===== src/rtl/rr_addr_arbiter_pkg.sv =====
// Shared definitions for the round-robin address arbiter: state encodings,
// default parameters and the wrap-around search helper.
package rr_addr_arbiter_pkg;

   typedef enum logic [1:0] {
      ST_IDLE    = 2'b00,
      ST_GRANT   = 2'b01,
      ST_RELEASE = 2'b10
   } state_e;

   localparam int DEF_MAX_HOLD = 16;
   localparam int DEF_CNT_W    = 5;
   localparam int NUM_REQ      = 4;

   // Index visited at search step k (1..4) when the last winner was ptr.
   function automatic logic [1:0] rr_slot(input logic [1:0] ptr, input int k);
      return ptr + 2'(k);
   endfunction

endpackage


===== src/rtl/rr_addr_arbiter_if.sv =====
// Request/grant bundle between the requesters and the arbiter that feeds the
// downstream 2-to-4 decoder.
interface rr_addr_arbiter_if;
   logic [3:0] req;
   logic       done;
   logic       addr0;
   logic       addr1;
   logic       enable;
   logic       busy;
   logic       timeout;

   modport master (
      output req, done,
      input  addr0, addr1, enable, busy, timeout
   );

   modport slave (
      input  req, done,
      output addr0, addr1, enable, busy, timeout
   );
endinterface


===== src/rtl/rr_addr_arbiter_pick4.sv =====
// Combinational round-robin picker: searches ptr+1, ptr+2, ptr+3, ptr and
// returns the first requester found.
module rr_pick4
   import rr_addr_arbiter_pkg::*;
(
   input  logic [3:0] req,
   input  logic [1:0] ptr,
   output logic       valid,
   output logic [1:0] idx
);

   logic [1:0] slot;

   // Walk the order backwards so the earliest slot in the search is the last write.
   always_comb begin
      valid = 1'b0;
      idx   = 2'b00;
      slot  = ptr;
      for (int k = NUM_REQ; k >= 1; k--) begin
         slot = rr_slot(ptr, k);
         if (req[slot]) begin
            valid = 1'b1;
            idx   = slot;
         end
      end
   end

endmodule


===== src/rtl/rr_addr_arbiter.sv =====
// Four-way round-robin arbiter driving an encoded grant (addr1:addr0, enable)
// into a 2-to-4 decoder, with done/request-drop/timeout release.
module rr_addr_arbiter
   import rr_addr_arbiter_pkg::*;
#(
   parameter int MAX_HOLD = DEF_MAX_HOLD,
   parameter int CNT_W    = DEF_CNT_W
) (
   input  logic         clk,
   input  logic         reset,
   rr_addr_arbiter_if.slave arb
);

   localparam logic [CNT_W-1:0] HOLD_LIM = CNT_W'(MAX_HOLD);
   localparam logic [CNT_W-1:0] CNT_ONE  = CNT_W'(1);

   state_e            state_q, state_d;
   logic [1:0]        ptr_q, ptr_d;
   logic [CNT_W-1:0]  cnt_q, cnt_d;
   logic [1:0]        addr_q, addr_d;
   logic              enable_q, enable_d;
   logic              busy_q, busy_d;
   logic              timeout_q, timeout_d;

   logic              pick_vld;
   logic [1:0]        pick_idx;
   logic              owner_req;
   logic              hold_exp;
   logic              release_now;

   rr_pick4 u_pick (
      .req   (arb.req),
      .ptr   (ptr_q),
      .valid (pick_vld),
      .idx   (pick_idx)
   );

   // addr_q is only non-zero during GRANT, so it names the owner there.
   assign owner_req   = arb.req[addr_q];
   assign hold_exp    = (MAX_HOLD != 0) && (cnt_q == HOLD_LIM);
   assign release_now = arb.done || !owner_req || hold_exp;

   always_comb begin
      state_d   = state_q;
      ptr_d     = ptr_q;
      cnt_d     = cnt_q;
      addr_d    = addr_q;
      enable_d  = enable_q;
      busy_d    = busy_q;
      timeout_d = 1'b0;
      case (state_q)
         ST_IDLE, ST_RELEASE: begin
            if (pick_vld) begin
               state_d  = ST_GRANT;
               ptr_d    = pick_idx;
               addr_d   = pick_idx;
               cnt_d    = CNT_ONE;
               enable_d = 1'b1;
               busy_d   = 1'b1;
            end else begin
               state_d  = ST_IDLE;
               addr_d   = 2'b00;
               cnt_d    = '0;
               enable_d = 1'b0;
               busy_d   = 1'b0;
            end
         end
         ST_GRANT: begin
            if (release_now) begin
               state_d   = ST_RELEASE;
               addr_d    = 2'b00;
               cnt_d     = '0;
               enable_d  = 1'b0;
               busy_d    = 1'b1;
               // done takes precedence over expiry; a dropped request is not a timeout.
               timeout_d = hold_exp && !arb.done && owner_req;
            end else begin
               cnt_d = cnt_q + CNT_ONE;
            end
         end
         default: begin
            state_d  = ST_IDLE;
            addr_d   = 2'b00;
            cnt_d    = '0;
            enable_d = 1'b0;
            busy_d   = 1'b0;
         end
      endcase
   end

   always_ff @(posedge clk or posedge reset) begin
      if (reset) begin
         state_q   <= ST_IDLE;
         ptr_q     <= 2'd3;
         cnt_q     <= '0;
         addr_q    <= 2'b00;
         enable_q  <= 1'b0;
         busy_q    <= 1'b0;
         timeout_q <= 1'b0;
      end else begin
         state_q   <= state_d;
         ptr_q     <= ptr_d;
         cnt_q     <= cnt_d;
         addr_q    <= addr_d;
         enable_q  <= enable_d;
         busy_q    <= busy_d;
         timeout_q <= timeout_d;
      end
   end

   assign arb.addr0   = addr_q[0];
   assign arb.addr1   = addr_q[1];
   assign arb.enable  = enable_q;
   assign arb.busy    = busy_q;
   assign arb.timeout = timeout_q;

endmodule


===== src/flat_wrapper.sv =====
// flat-port wrapper written by rule: the top's interface ports become plain ports
module rr_addr_arbiter_flat import rr_addr_arbiter_pkg::*;
#(
   parameter int MAX_HOLD = DEF_MAX_HOLD,
   parameter int CNT_W    = DEF_CNT_W
)
  (clk, reset, arb_req, arb_done, arb_addr0, arb_addr1, arb_enable, arb_busy, arb_timeout);
  rr_addr_arbiter_if arb_i ();
  input  logic clk;
  input  logic reset;
  input wire logic [$bits(arb_i.req)-1:0] arb_req;
  input wire logic [$bits(arb_i.done)-1:0] arb_done;
  output wire logic [$bits(arb_i.addr0)-1:0] arb_addr0;
  output wire logic [$bits(arb_i.addr1)-1:0] arb_addr1;
  output wire logic [$bits(arb_i.enable)-1:0] arb_enable;
  output wire logic [$bits(arb_i.busy)-1:0] arb_busy;
  output wire logic [$bits(arb_i.timeout)-1:0] arb_timeout;
  assign arb_i.req = arb_req;
  assign arb_i.done = arb_done;
  assign arb_addr0 = arb_i.addr0;
  assign arb_addr1 = arb_i.addr1;
  assign arb_enable = arb_i.enable;
  assign arb_busy = arb_i.busy;
  assign arb_timeout = arb_i.timeout;
  rr_addr_arbiter #(.MAX_HOLD(MAX_HOLD), .CNT_W(CNT_W)) u_core (.clk(clk), .reset(reset), .arb(arb_i));
endmodule

===== config.mk =====
export PLATFORM = sky130hd
export DESIGN_NAME = rr_addr_arbiter_flat
export DESIGN_NICKNAME = d
export VERILOG_FILES = /design/src/rtl/rr_addr_arbiter_pkg.sv /design/src/rtl/rr_addr_arbiter_if.sv /design/src/rtl/rr_addr_arbiter_pick4.sv /design/src/rtl/rr_addr_arbiter.sv /design/src/flat_wrapper.sv
export SDC_FILE = /design/constraint.sdc
export NUM_CORES = 1
export LEC_CHECK = 0
export BUFFER_PORTS_ARGS = -buffer_cell sky130_fd_sc_hd__buf_2
export CAP_MARGIN = 20
export CORE_MARGIN = 2
export CORE_UTILIZATION = 25
export CTS_BUF_LIST = sky130_fd_sc_hd__clkbuf_4 sky130_fd_sc_hd__clkbuf_8
export DETAILED_ROUTE_END_ITERATION = 10
export SYNTH_ARGS = -nofsm -noshare
export SYNTH_HDL_FRONTEND = slang
export SYNTH_HIERARCHICAL = 1
export SYNTH_SLANG_ARGS = --single-unit

===== constraint.sdc =====
create_clock -name clk -period 1.3 [get_ports clk]
set_input_delay 0.325 -clock clk [delete_from_list [all_inputs] [get_ports clk]]
set_output_delay 0.325 -clock clk [all_outputs]
set_load 0.005 [all_outputs]

==> metrics.txt <==
CTS sink count=13; status=finished clean; r2r setup slk=0.005 ns; vias per cell=around 4.4; Crit Reg-Reg Startpoint=u_core/addr_q[0]; top cells by area, synth=dfrtp_1, dfstp_2, inv_1; chip width=approximately 56 um; Seq cells post-synth=13; Core Area=2520 um^2; Worst EP arrival=between 1 and 1.5 ns; DRC=0; syn_area_per_cell=approximately 10 um^2; register area share after synthesis=48.6%; GRT Resource Usage Total=between 10% and 20%; DR vias=529; Mapped Nets=between 70 and 80; filler instances=between 200 and 300; crit path setup slack, layout=0.00466 ns; Power Density=approximately 1800 nW/um^2; max cap viols=0; final cycle utilization of the critical path=roughly 100%; RePlAce Congestion=0.855; Leak=between 0.4 and 0.5 nW; mapped cell area=slightly below 700 um^2; cell accounting for the most synthesized area=dfrtp_1; Final Non-Filler Cells=119; Detail Route Antenna Nets=0; minimum clock period=around 1.3 ns; clk_lat worst skew=approximately 0.26 ns; Die Area=roughly 3100 um^2; P&R area growth vs syn=28.9%; cts hold-fix bufs=0; Cells after Synth=67; CTS Root Cell=clkbuf_4; cell chain of the critical path=mux4_2 -> nand3_4 -> o22ai_1; Fin. Hold Viols=0; drt total wl=approximately 1400 um; CP Capture Type=flip-flop; ys flop type=dfrtp_1; PortBufs=11; vias in the first global route=573; Inserted Diodes=0; RSZ-0062 raised after global routing=yes; I/O pin total=12; placed instance count=between 100 and 150; Post-Route Utilization=approximately a third; DPL Wire Length=roughly 1100 um; WL per Instance=between 10 and 15 um; startpoint types=flip-flop; Fin Clk Skew=between 0.004 and 0.005 ns; Setup Crit Path Kind=flip-flop to flip-flop; largest net degree at the start of global routing=14; min-delay worst type=input port to async pin; Final Setup Violations=0; global-route wire length before repair=between 2000 and 2500 um; cts bufs inserted=3; grt ovf=0; post-synth top area share=40.8%; R2R Path End=u_core/addr_q[1]; CTS tree=done; die height=approximately 56 um; slew margin rel.=around two thirds; number of synthesized flops with an enable pin=0; asr flop ratio synth=100%; pre-CTS setup slack=-0.0407 ns; Final Slew Violations=0; Initial Util=26.7%; CP max stage delay=between 0.5 and 0.6 ns; multi-input combinational cell area=around 320 um^2; Ys Warns=6; R2R depth=3; VDD IR max=a little under 0.8 mV; initial antenna violation count=0; Rows=18; crit path max fanout=8; Final nets=99; Fmax=0.772 GHz; Worst-Margin Slew=just over 0.5 ns; Worst-path clk slew=about 0.07 ns; layout cells sized above 1=34.8%; slowest cell on the critical path=mux4_2; H-tree levels=1; drt initial violations=10; Longest Clk Path Bufs=2; Sequential Area=approximately 330 um^2; Critical Path RT=between 1 and 1.5 ns; Pre-Repair DR Iteration Count=2; distinct cell type count after synthesis=26
[logic make-up after synthesis]
group	share of synthesized area [%]
flip-flops	48.6
multiplexers	4.82
XOR/XNOR	3.90
AND/OR/NAND/NOR	20.0
adder cells (fa/ha/maj)	3.71
buffers and inverters	6.68
AO/OA/AOI/OAI	12.2
[critical path: cells and delay by family (launching register included)]
family,cells,cell delay [ns]
AND/OR/NAND/NOR,1,0.13
multiplexers,1,0.57
flip-flops,1,0.38
AO/OA/AOI/OAI,1,0.09
[power by group]
part           leakage (nW)  internal (mW)  switching (mW)
sequential            0.163          0.556           0.118
combinational         0.237          0.312           0.306
clock                0.0184          0.139           0.114
[worst max path at each step]
stage	startpoint	end	slack (ns)	cells after the start
final	u_core/addr_q[0]	u_core/addr_q[1]	0.005	3
after global routing	u_core/addr_q[0]	u_core/addr_q[0]	-0.07	3
after CTS	u_core/addr_q[0]	u_core/addr_q[1]	-0.02	3
after detailed placement	arb_req[2]	u_core/addr_q[1]	-0.04	4
after global placement	arb_req[2]	u_core/cnt_q[0]	-0.008	4
after floorplan	u_core/addr_q[0]	u_core/cnt_q[0]	0.04	3
[cells in the mapped netlist (2+ instances only)]
library cell,instances
a31oi_1,2
nand3_1,2
xor2_1,2
a21oi_1,2
o22ai_1,2
o21ai_0,3
dfstp_2,2
nand2_1,4
nor2_1,6
inv_1,11
dfrtp_1,11
nand2b_1,5
ha_1,2
[placed cells by master, fill, tap and decap left out, drive strengths merged]
| cell | Yosys | final |
|---|---|---|
| buf | 0 | 19 |
| inv | 11 | 11 |
| dfrtp | 11 | 11 |
| nor2 | 6 | 6 |
| nand2b | 5 | 5 |
| clkbuf | 1 | 4 |
| nand2 | 4 | 4 |
| o21ai | 3 | 3 |
| nand3 | 3 | 3 |
| a21oi | 3 | 3 |
| o22ai | 2 | 2 |
| a31oi | 2 | 2 |
| xor2 | 2 | 2 |
| ha | 2 | 2 |
| dfstp | 2 | 2 |
| mux4 | 1 | 1 |
| nand4bb | 1 | 1 |
| nor3b | 1 | 1 |
| xnor2 | 1 | 1 |
| and3 | 1 | 1 |
| nor3 | 1 | 1 |
| a32oi | 1 | 1 |
| and2b | 1 | 1 |
| mux2i | 1 | 1 |
| o221ai | 1 | 1 |
[final cells by class]
cell class,instances,area share (%)
flip-flops and latches,13,37.7
multi-input cells,42,36.5
repair buffers,19,13.2
inverters,11,4.75
well taps,30,4.32
clock buffers,4,3.45
[stage by stage]
| stage | area, um^2 | hold WS, ns | power [mW] | setup TNS (ns) |
|---|---|---|---|---|
| floorplan | 674 | 0.201 | 1.03 | 0 |
| global placement | 816 | 0.366 | 1.24 | -0.0122 |
| detailed placement | 816 | 0.372 | 1.27 | -0.118 |
| CTS | 846 | 0.0772 | 1.53 | -0.0284 |
| global route | 870 | 0.102 | 1.69 | -0.306 |
| finish | 870 | 0.0737 | 1.55 | 0 |
[registers in the layout (all words and copies together), names as in the netlist]
name                count
u_core/addr_q           2
u_core/arb.busy         1
u_core/arb.timeout      1
u_core/cnt_q            5
u_core/ptr_q            2
u_core/state_q          2
[routing by layer]
metal	vias to the layer above	wire [um]	global-route usage, %	part of all wire (%)
li1	269	-	-	-
met1	252	652	13.0	47
met2	8	676	16.8	49
met3	0	50	4.19	3.6
met4	0	0	1.02	0
met5	-	0	0	0
[repair_timing]
action / in CTS / in global routing
setup buffers: 0 / 1
cloned: 0 / 0
setup endpoints to repair: 3 / 12
gates resized for setup: 0 / 2
Note: power is estimated with default switching activity, not from simulation.
